## src/rtl/frac_mult_arbiter_if.sv

```systemverilog
// Requester and multiplier signals of the shared fraction-multiplier arbiter.
// The slave modport is the arbiter; the master side drives requests and the multiplier returns.
interface frac_mult_arbiter_if #(
  parameter int NREQ = 4
);
  logic [NREQ-1:0]   Req;
  logic [4*NREQ-1:0] Mplier_in;
  logic [4*NREQ-1:0] Mcand_in;
  logic [NREQ-1:0]   Ack;
  logic [6:0]        Result;
  logic              Err;
  logic [NREQ-1:0]   Grant;
  logic              Busy;
  logic              St;
  logic [3:0]        Mplier;
  logic [3:0]        Mcand;
  logic [6:0]        Product;
  logic              Done;

  modport master (
    output Req, Mplier_in, Mcand_in, Product, Done,
    input  Ack, Result, Err, Grant, Busy, St, Mplier, Mcand
  );

  modport slave (
    input  Req, Mplier_in, Mcand_in, Product, Done,
    output Ack, Result, Err, Grant, Busy, St, Mplier, Mcand
  );
endinterface

```

## src/rtl/frac_mult_arbiter.sv

```systemverilog
// Round-robin arbiter/sequencer sharing one fraction multiplier among NREQ requesters,
// with a WAIT watchdog and a quiet FLUSH window so St never hits a multiplier mid-sequence.
module frac_mult_arbiter #(
  parameter int NREQ      = 4,
  parameter int TIMEOUT   = 15,
  parameter int FLUSH_CYC = 6
) (
  input logic              CLK,
  input logic              Rst,
  frac_mult_arbiter_if.slave bus
);
  localparam int PW  = (NREQ > 1) ? $clog2(NREQ) : 1;
  localparam int WCW = $clog2(TIMEOUT + 1);
  localparam int FCW = $clog2(FLUSH_CYC + 1);

  typedef enum logic [2:0] {S_FLUSH, S_IDLE, S_START, S_WAIT, S_ACK} state_t;

  state_t          state_q;
  logic [PW-1:0]   ptr_q;
  logic [PW-1:0]   win_d;
  logic [FCW-1:0]  flush_q;
  logic [WCW-1:0]  wait_q;
  logic [WCW-1:0]  wait_d;
  logic [NREQ-1:0] ack_q;
  logic [NREQ-1:0] grant_q;
  logic [6:0]      result_q;
  logic            err_q;
  logic            busy_q;
  logic            st_q;
  logic [3:0]      mplier_q;
  logic [3:0]      mcand_q;

  // Winner is the requester at the smallest distance past the last owner.
  function automatic logic [PW-1:0] rr_pick(input logic [NREQ-1:0] req,
                                            input logic [PW-1:0]   last);
    logic [PW-1:0] w;
    int            best;
    int            d;
    w    = last;
    best = NREQ;
    for (int i = 0; i < NREQ; i++) begin
      d = (i + 2 * NREQ - int'(last) - 1) % NREQ;
      if (req[i] && (d < best)) begin
        best = d;
        w    = PW'(i);
      end
    end
    return w;
  endfunction

  always_comb win_d = rr_pick(bus.Req, ptr_q);
  assign wait_d = wait_q + 1'b1;

  always_ff @(posedge CLK) begin
    if (Rst) begin
      state_q  <= S_FLUSH;
      ptr_q    <= PW'(NREQ - 1);
      flush_q  <= '0;
      wait_q   <= '0;
      ack_q    <= '0;
      grant_q  <= '0;
      result_q <= '0;
      err_q    <= 1'b0;
      busy_q   <= 1'b1;
      st_q     <= 1'b0;
      mplier_q <= '0;
      mcand_q  <= '0;
    end else begin
      st_q <= 1'b0;
      case (state_q)
        S_FLUSH: begin
          if (flush_q == FCW'(FLUSH_CYC - 1)) begin
            state_q <= S_IDLE;
            busy_q  <= 1'b0;
          end else begin
            flush_q <= flush_q + 1'b1;
          end
        end
        S_IDLE: begin
          if (|bus.Req) begin
            mplier_q <= bus.Mplier_in[{win_d, 2'b00} +: 4];
            mcand_q  <= bus.Mcand_in[{win_d, 2'b00} +: 4];
            grant_q  <= NREQ'(1) << win_d;
            ptr_q    <= win_d;
            busy_q   <= 1'b1;
            st_q     <= 1'b1;
            state_q  <= S_START;
          end
        end
        S_START: begin
          wait_q  <= '0;
          state_q <= S_WAIT;
        end
        S_WAIT: begin
          wait_q <= wait_d;
          // Done takes priority over a watchdog expiry landing in the same cycle.
          if (bus.Done) begin
            result_q <= bus.Product;
            ack_q    <= grant_q;
            err_q    <= 1'b0;
            state_q  <= S_ACK;
          end else if (wait_d == WCW'(TIMEOUT)) begin
            result_q <= '0;
            ack_q    <= grant_q;
            err_q    <= 1'b1;
            state_q  <= S_ACK;
          end
        end
        S_ACK: begin
          ack_q   <= '0;
          err_q   <= 1'b0;
          grant_q <= '0;
          if (err_q) begin
            flush_q <= '0;
            state_q <= S_FLUSH;
          end else begin
            busy_q  <= 1'b0;
            state_q <= S_IDLE;
          end
        end
        default: state_q <= S_FLUSH;
      endcase
    end
  end

  assign bus.Ack    = ack_q;
  assign bus.Result = result_q;
  assign bus.Err    = err_q;
  assign bus.Grant  = grant_q;
  assign bus.Busy   = busy_q;
  assign bus.St     = st_q;
  assign bus.Mplier = mplier_q;
  assign bus.Mcand  = mcand_q;
endmodule

```

## src/flat_wrapper.sv

```systemverilog
// flat-port wrapper written by rule: the top's interface ports become plain ports
module frac_mult_arbiter_flat 
#(
  parameter int NREQ      = 4,
  parameter int TIMEOUT   = 15,
  parameter int FLUSH_CYC = 6
)
  (CLK, Rst, bus_Req, bus_Mplier_in, bus_Mcand_in, bus_Product, bus_Done, bus_Ack, bus_Result, bus_Err, bus_Grant, bus_Busy, bus_St, bus_Mplier, bus_Mcand);
  frac_mult_arbiter_if #(.NREQ(NREQ)) bus_i ();
  input logic CLK;
  input logic Rst;
  input wire logic [$bits(bus_i.Req)-1:0] bus_Req;
  input wire logic [$bits(bus_i.Mplier_in)-1:0] bus_Mplier_in;
  input wire logic [$bits(bus_i.Mcand_in)-1:0] bus_Mcand_in;
  input wire logic [$bits(bus_i.Product)-1:0] bus_Product;
  input wire logic [$bits(bus_i.Done)-1:0] bus_Done;
  output wire logic [$bits(bus_i.Ack)-1:0] bus_Ack;
  output wire logic [$bits(bus_i.Result)-1:0] bus_Result;
  output wire logic [$bits(bus_i.Err)-1:0] bus_Err;
  output wire logic [$bits(bus_i.Grant)-1:0] bus_Grant;
  output wire logic [$bits(bus_i.Busy)-1:0] bus_Busy;
  output wire logic [$bits(bus_i.St)-1:0] bus_St;
  output wire logic [$bits(bus_i.Mplier)-1:0] bus_Mplier;
  output wire logic [$bits(bus_i.Mcand)-1:0] bus_Mcand;
  assign bus_i.Req = bus_Req;
  assign bus_i.Mplier_in = bus_Mplier_in;
  assign bus_i.Mcand_in = bus_Mcand_in;
  assign bus_i.Product = bus_Product;
  assign bus_i.Done = bus_Done;
  assign bus_Ack = bus_i.Ack;
  assign bus_Result = bus_i.Result;
  assign bus_Err = bus_i.Err;
  assign bus_Grant = bus_i.Grant;
  assign bus_Busy = bus_i.Busy;
  assign bus_St = bus_i.St;
  assign bus_Mplier = bus_i.Mplier;
  assign bus_Mcand = bus_i.Mcand;
  frac_mult_arbiter #(.NREQ(NREQ), .TIMEOUT(TIMEOUT), .FLUSH_CYC(FLUSH_CYC)) u_core (.CLK(CLK), .Rst(Rst), .bus(bus_i));
endmodule
```

## config.mk

```make
export PLATFORM = sky130hd
export DESIGN_NAME = frac_mult_arbiter_flat
export DESIGN_NICKNAME = d
export VERILOG_FILES = /design/src/rtl/frac_mult_arbiter_if.sv /design/src/rtl/frac_mult_arbiter.sv /design/src/flat_wrapper.sv
export SDC_FILE = /design/constraint.sdc
export NUM_CORES = 1
export LEC_CHECK = 0
export CAP_MARGIN = 20
export CORE_ASPECT_RATIO = 0.9
export CORE_MARGIN = 1
export CORE_UTILIZATION = 50
export DETAILED_ROUTE_END_ITERATION = 6
export PLACE_DENSITY = 0.85
export SETUP_SLACK_MARGIN = 0.15
export SLEW_MARGIN = 20
export SYNTH_ARGS = -nofsm -noshare
export SYNTH_HDL_FRONTEND = slang
export SYNTH_SLANG_ARGS = --single-unit
export TNS_END_PERCENT = 1
```

## constraint.sdc

```tcl
create_clock -name CLK -period 13 [get_ports CLK]
set_input_delay 2.6 -clock CLK [delete_from_list [all_inputs] [get_ports CLK]]
set_output_delay 2.6 -clock CLK [all_outputs]
set_load 0.02 [all_outputs]
```

==> flow_summary_export.csv <==
group,metric,value,unit
worst_setup_path,cp.arrival,7.39,ns
global_routing,grt.total_usage,24.1,%
layout,final_util,73.8,%
layout,syn2layout_area_growth,36.9,%
logic_synthesis,synth_edf_count,0,
timing,fin_skew,0.00520,ns
flow_run,maxCapViolations,0,
timing,holdWs,0.471,ns
layout,num_antenna_cells,0,
logic_synthesis,syn_inst,246,
floorplanning,fp-row-count,22,
timing,timing.final.crit_share,55.6,%
min_path,hold_path.startpoint,"u_core.bus.Ack[0]$_SDFFE_PP0P_",
worst_setup_path,crit_fanout,14,
min_path,worstHoldPathType,"reg2reg",
timing,worst_slack,5.77,ns
clock_tree,cts.reportedPaths.clkPinSlew,0.08,ns
worst_setup_path,cp-start-kind,"input port",
global_routing,grt_max_degree,39,
placement,place_ws,5.24,ns
route,route.detailed.wl_per_inst,14.1,um
worst_setup_path,worst-path-buf-inv,4,
route,ant_nets,0,
placement,gp_congestion,0.875,
timing,max_freq,138,MHz
timing,setup_tns,0,ns
logic_synthesis,netlist-cell-type-count,52,
timing,timing.final.hold_violations,0,
floorplanning,fp.dieArea,4810,um^2
worst_setup_path,cp_common_cell,"ha_1",
worst_setup_path,slowest_delay,0.53,ns
logic_synthesis,synth.cell_area,2270,um^2
logic_synthesis,synth.net_count,307,
timing,maxSlewHeadroom,48.8,%
route,firstDrtPassIters,4,
worst_setup_path,critPathKind,"in2reg",
worst_setup_path,r2r_start,"u_core.ptr_q[0]$_SDFFE_PP1P_",
power_and_ir_drop,p_total,0.293,mW
logic_synthesis,async_flop_share,0,%
logic_synthesis,synth_top_cells_by_count,"dfxtp_1, nor2_1, mux2i_1, a21oi_1",
route,via_count,2049,
worst_setup_path,r2r-end,"u_core.bus.Mcand[3]$_SDFFE_PP0P_",
clock_tree,root_buffer,"clkbuf_8",
placement,port_buffers,71,
clock_tree,clk_latency,0.29,ns
placement,dpl.hpwl,3760,um
logic_synthesis,yosysMostFrequentCell,"dfxtp_1",
route,routed_wl,5230,um
worst_setup_path,critical_path.slowest_cell,"a221oi_4",
clock_tree,clock_path_buffers,2,
clock_tree,holdBufCountCts,0,
clock_tree,cts_tree,"done",
logic_synthesis,yosys_warnings,0,
route,avgViaCountPerCell,5.51,
timing,rsz0062_at_grt,"false",
layout,finalNetCount,372,
logic_synthesis,synthFlopType,"dfxtp_1",
floorplanning,die_h,65.9,um
route,drcViolationCount,0,
clock_tree,post_cts_buffers,0,
min_path,hold_end,"u_core.bus.Ack[0]$_SDFFE_PP0P_",
floorplanning,start_util,53.9,%
clock_tree,cts_buffers,5,
worst_setup_path,critical_path_required,13.16,ns
global_routing,grt.overflow.total,0,
outcome,status,"complete, no violations",
clock_tree,ctsResizeCount,0,
power_and_ir_drop,p_leak,1.20,nW
timing,worst_pin_slew,0.749,ns
global_routing,antenna_found_initial,0,
clock_tree,clkSinkCount,38,
logic_synthesis,yosysSeqAreaShare,33.5,%
logic_synthesis,synth_area_leader_cell,"dfxtp_1",
floorplanning,num_io_pins,72,
layout,fin_cells,372,
power_and_ir_drop,vdd_ir_drop_max,54.9,uV
floorplanning,die_w,73.0,um
placement,placedCellCount,363,
floorplanning,coreArea,4210,um^2
worst_setup_path,ff2ff_setup_slack,7.36,ns
worst_setup_path,crit_chain,"clkdlybuf4s50_1 > ha_1 > inv_1 > o211a_1 > o21ai_2 > o21ai_0 > a22o_2 > inv_1 > ha_1 > nand2_1 > a21oi_1 > o41ai_4 > mux2i_1 > ha_1 > a211oi_2 > nor2b_1 > a221oi_4 > buf_6 > mux2i_1 > o221ai_1",
worst_setup_path,critPathTopFamily,"compound AO/OA/AOI/OAI gates",
timing,setup_viol,0,
route,drt_iter0_drc,145,
logic_synthesis,ys_seq_elements,38,
power_and_ir_drop,power_density,94.4,nW/um^2
layout,drive_gt1_share,8.33,%
logic_synthesis,synth_area_leaders,"dfxtp_1, ha_1, mux2i_1",
timing,final_max_slew_viol_count,0,
worst_setup_path,critPathCaptureType,"flop",
timing,fin_crit,7.23,ns
logic_synthesis,synth_top_area_share,33.5,%
global_routing,grt_pass1_vias,1929,
global_routing,grt_pass1_wl,9010,um
layout,fin_area,3110,um^2
clock_tree,cts.htree.levels,2,
worst_setup_path,r2r_cells,20,
placement,placed_area,2980,um^2
logic_synthesis,syn_avg_cell_area,9.23,um^2
min_path,holdPathStages,2,
==> flip-flops by register name, summed over array words and instances, names as in the netlist <==
name               cells
u_core.state_q         3
u_core.bus.Err         1
u_core.bus.Mplier      4
u_core.bus.Ack         4
u_core.bus.Grant       4
u_core.bus.Busy        1
u_core.bus.Result      7
u_core.wait_q          4
u_core.ptr_q           2
u_core.flush_q         3
u_core.bus.Mcand       4
u_core.bus.St          1
==> power by group <==
part	leakage, nW	switching, mW	internal, mW
sequential	0.307	0.00280	0.119
combinational	0.838	0.0328	0.0377
clock	0.0504	0.0438	0.0571
==> cell families after synthesis <==
group / count (synthesis) / share of synthesized area (%)
AND/OR/NAND/NOR: 87 / 22.5
adder cells (fa/ha/maj): 15 / 8.27
XOR/XNOR: 4 / 1.54
other: 1 / 0.165
buffers and inverters: 23 / 5.35
multiplexers: 19 / 8.43
AO/OA/AOI/OAI: 59 / 20.2
flip-flops: 38 / 33.5
==> how the worst max path moves through the flow <==
stage	cells after the start	endpoint	from
after floorplan	19	u_core.bus.Mcand[2]$_SDFFE_PP0P_	bus_Req[0]
after global placement	18	u_core.bus.Mcand[1]$_SDFFE_PP0P_	bus_Req[0]
after detailed placement	18	u_core.bus.Mcand[3]$_SDFFE_PP0P_	bus_Req[0]
after CTS	19	u_core.bus.Mplier[1]$_SDFFE_PP0P_	bus_Req[0]
after global routing	20	u_core.bus.Mplier[1]$_SDFFE_PP0P_	bus_Req[0]
final	20	u_core.bus.Mcand[3]$_SDFFE_PP0P_	bus_Req[0]
==> metal layers <==
metal | wire length, um | up-vias | track usage (%)
met2 | 2370 | 63 | 36.6
met3 | 329 | 4 | 7.47
met5 | 0 | - | 0
li1 | - | 1032 | -
met4 | 48 | 0 | 6.13
met1 | 2470 | 950 | 32.9
==> layout make-up <==
class / instances / area, um^2
Clock buffer: 5 / 68.8
Sequential cell: 38 / 761
Clock inverter: 3 / 45.0
Tap cell: 60 / 75.1
Multi-Input combinational cell: 185 / 1400
Timing Repair Buffer: 73 / 729
Inverter: 8 / 30.0
Fill cell: 311 / 1100
==> placed cells by master, fill, tap and decap left out, types with 2 or more instances in the layout <==
cell type	instances
clkdlybuf4s50_1	71
dfxtp_1	38
nor2_1	22
mux2i_1	18
a21oi_1	17
nand3b_1	15
ha_1	15
nand2_1	14
o221ai_1	9
inv_1	8
nand3_1	8
a22oi_1	8
clkbuf_8	5
o21ai_0	4
nor2b_1	4
or3_1	3
xor2_1	3
nand2b_1	3
and2_1	3
nor3_1	3
o211a_1	2
or4_1	2
a211oi_2	2
a211o_1	2
a31oi_1	2
clkinvlp_4	2
==> worst register-to-register path, cell delays in order (launching register included) <==
cell and delay, ns:
dfxtp_1 0.58, inv_1 0.17, ha_1 0.24, nor2_1 0.23, ha_1 0.30, and2b_4 0.29
o21ai_2 0.12, or3_1 0.35, a21boi_0 0.14, ha_1 0.31, nand2_1 0.13, a21oi_1 0.10
o41ai_4 0.48, mux2i_1 0.23, ha_1 0.28, a211oi_2 0.28, nor2b_1 0.12, a221oi_4 0.53
buf_6 0.26, mux2i_1 0.24, o221ai_1 0.14
No activity file was read; power rests on OpenSTA's default activity.
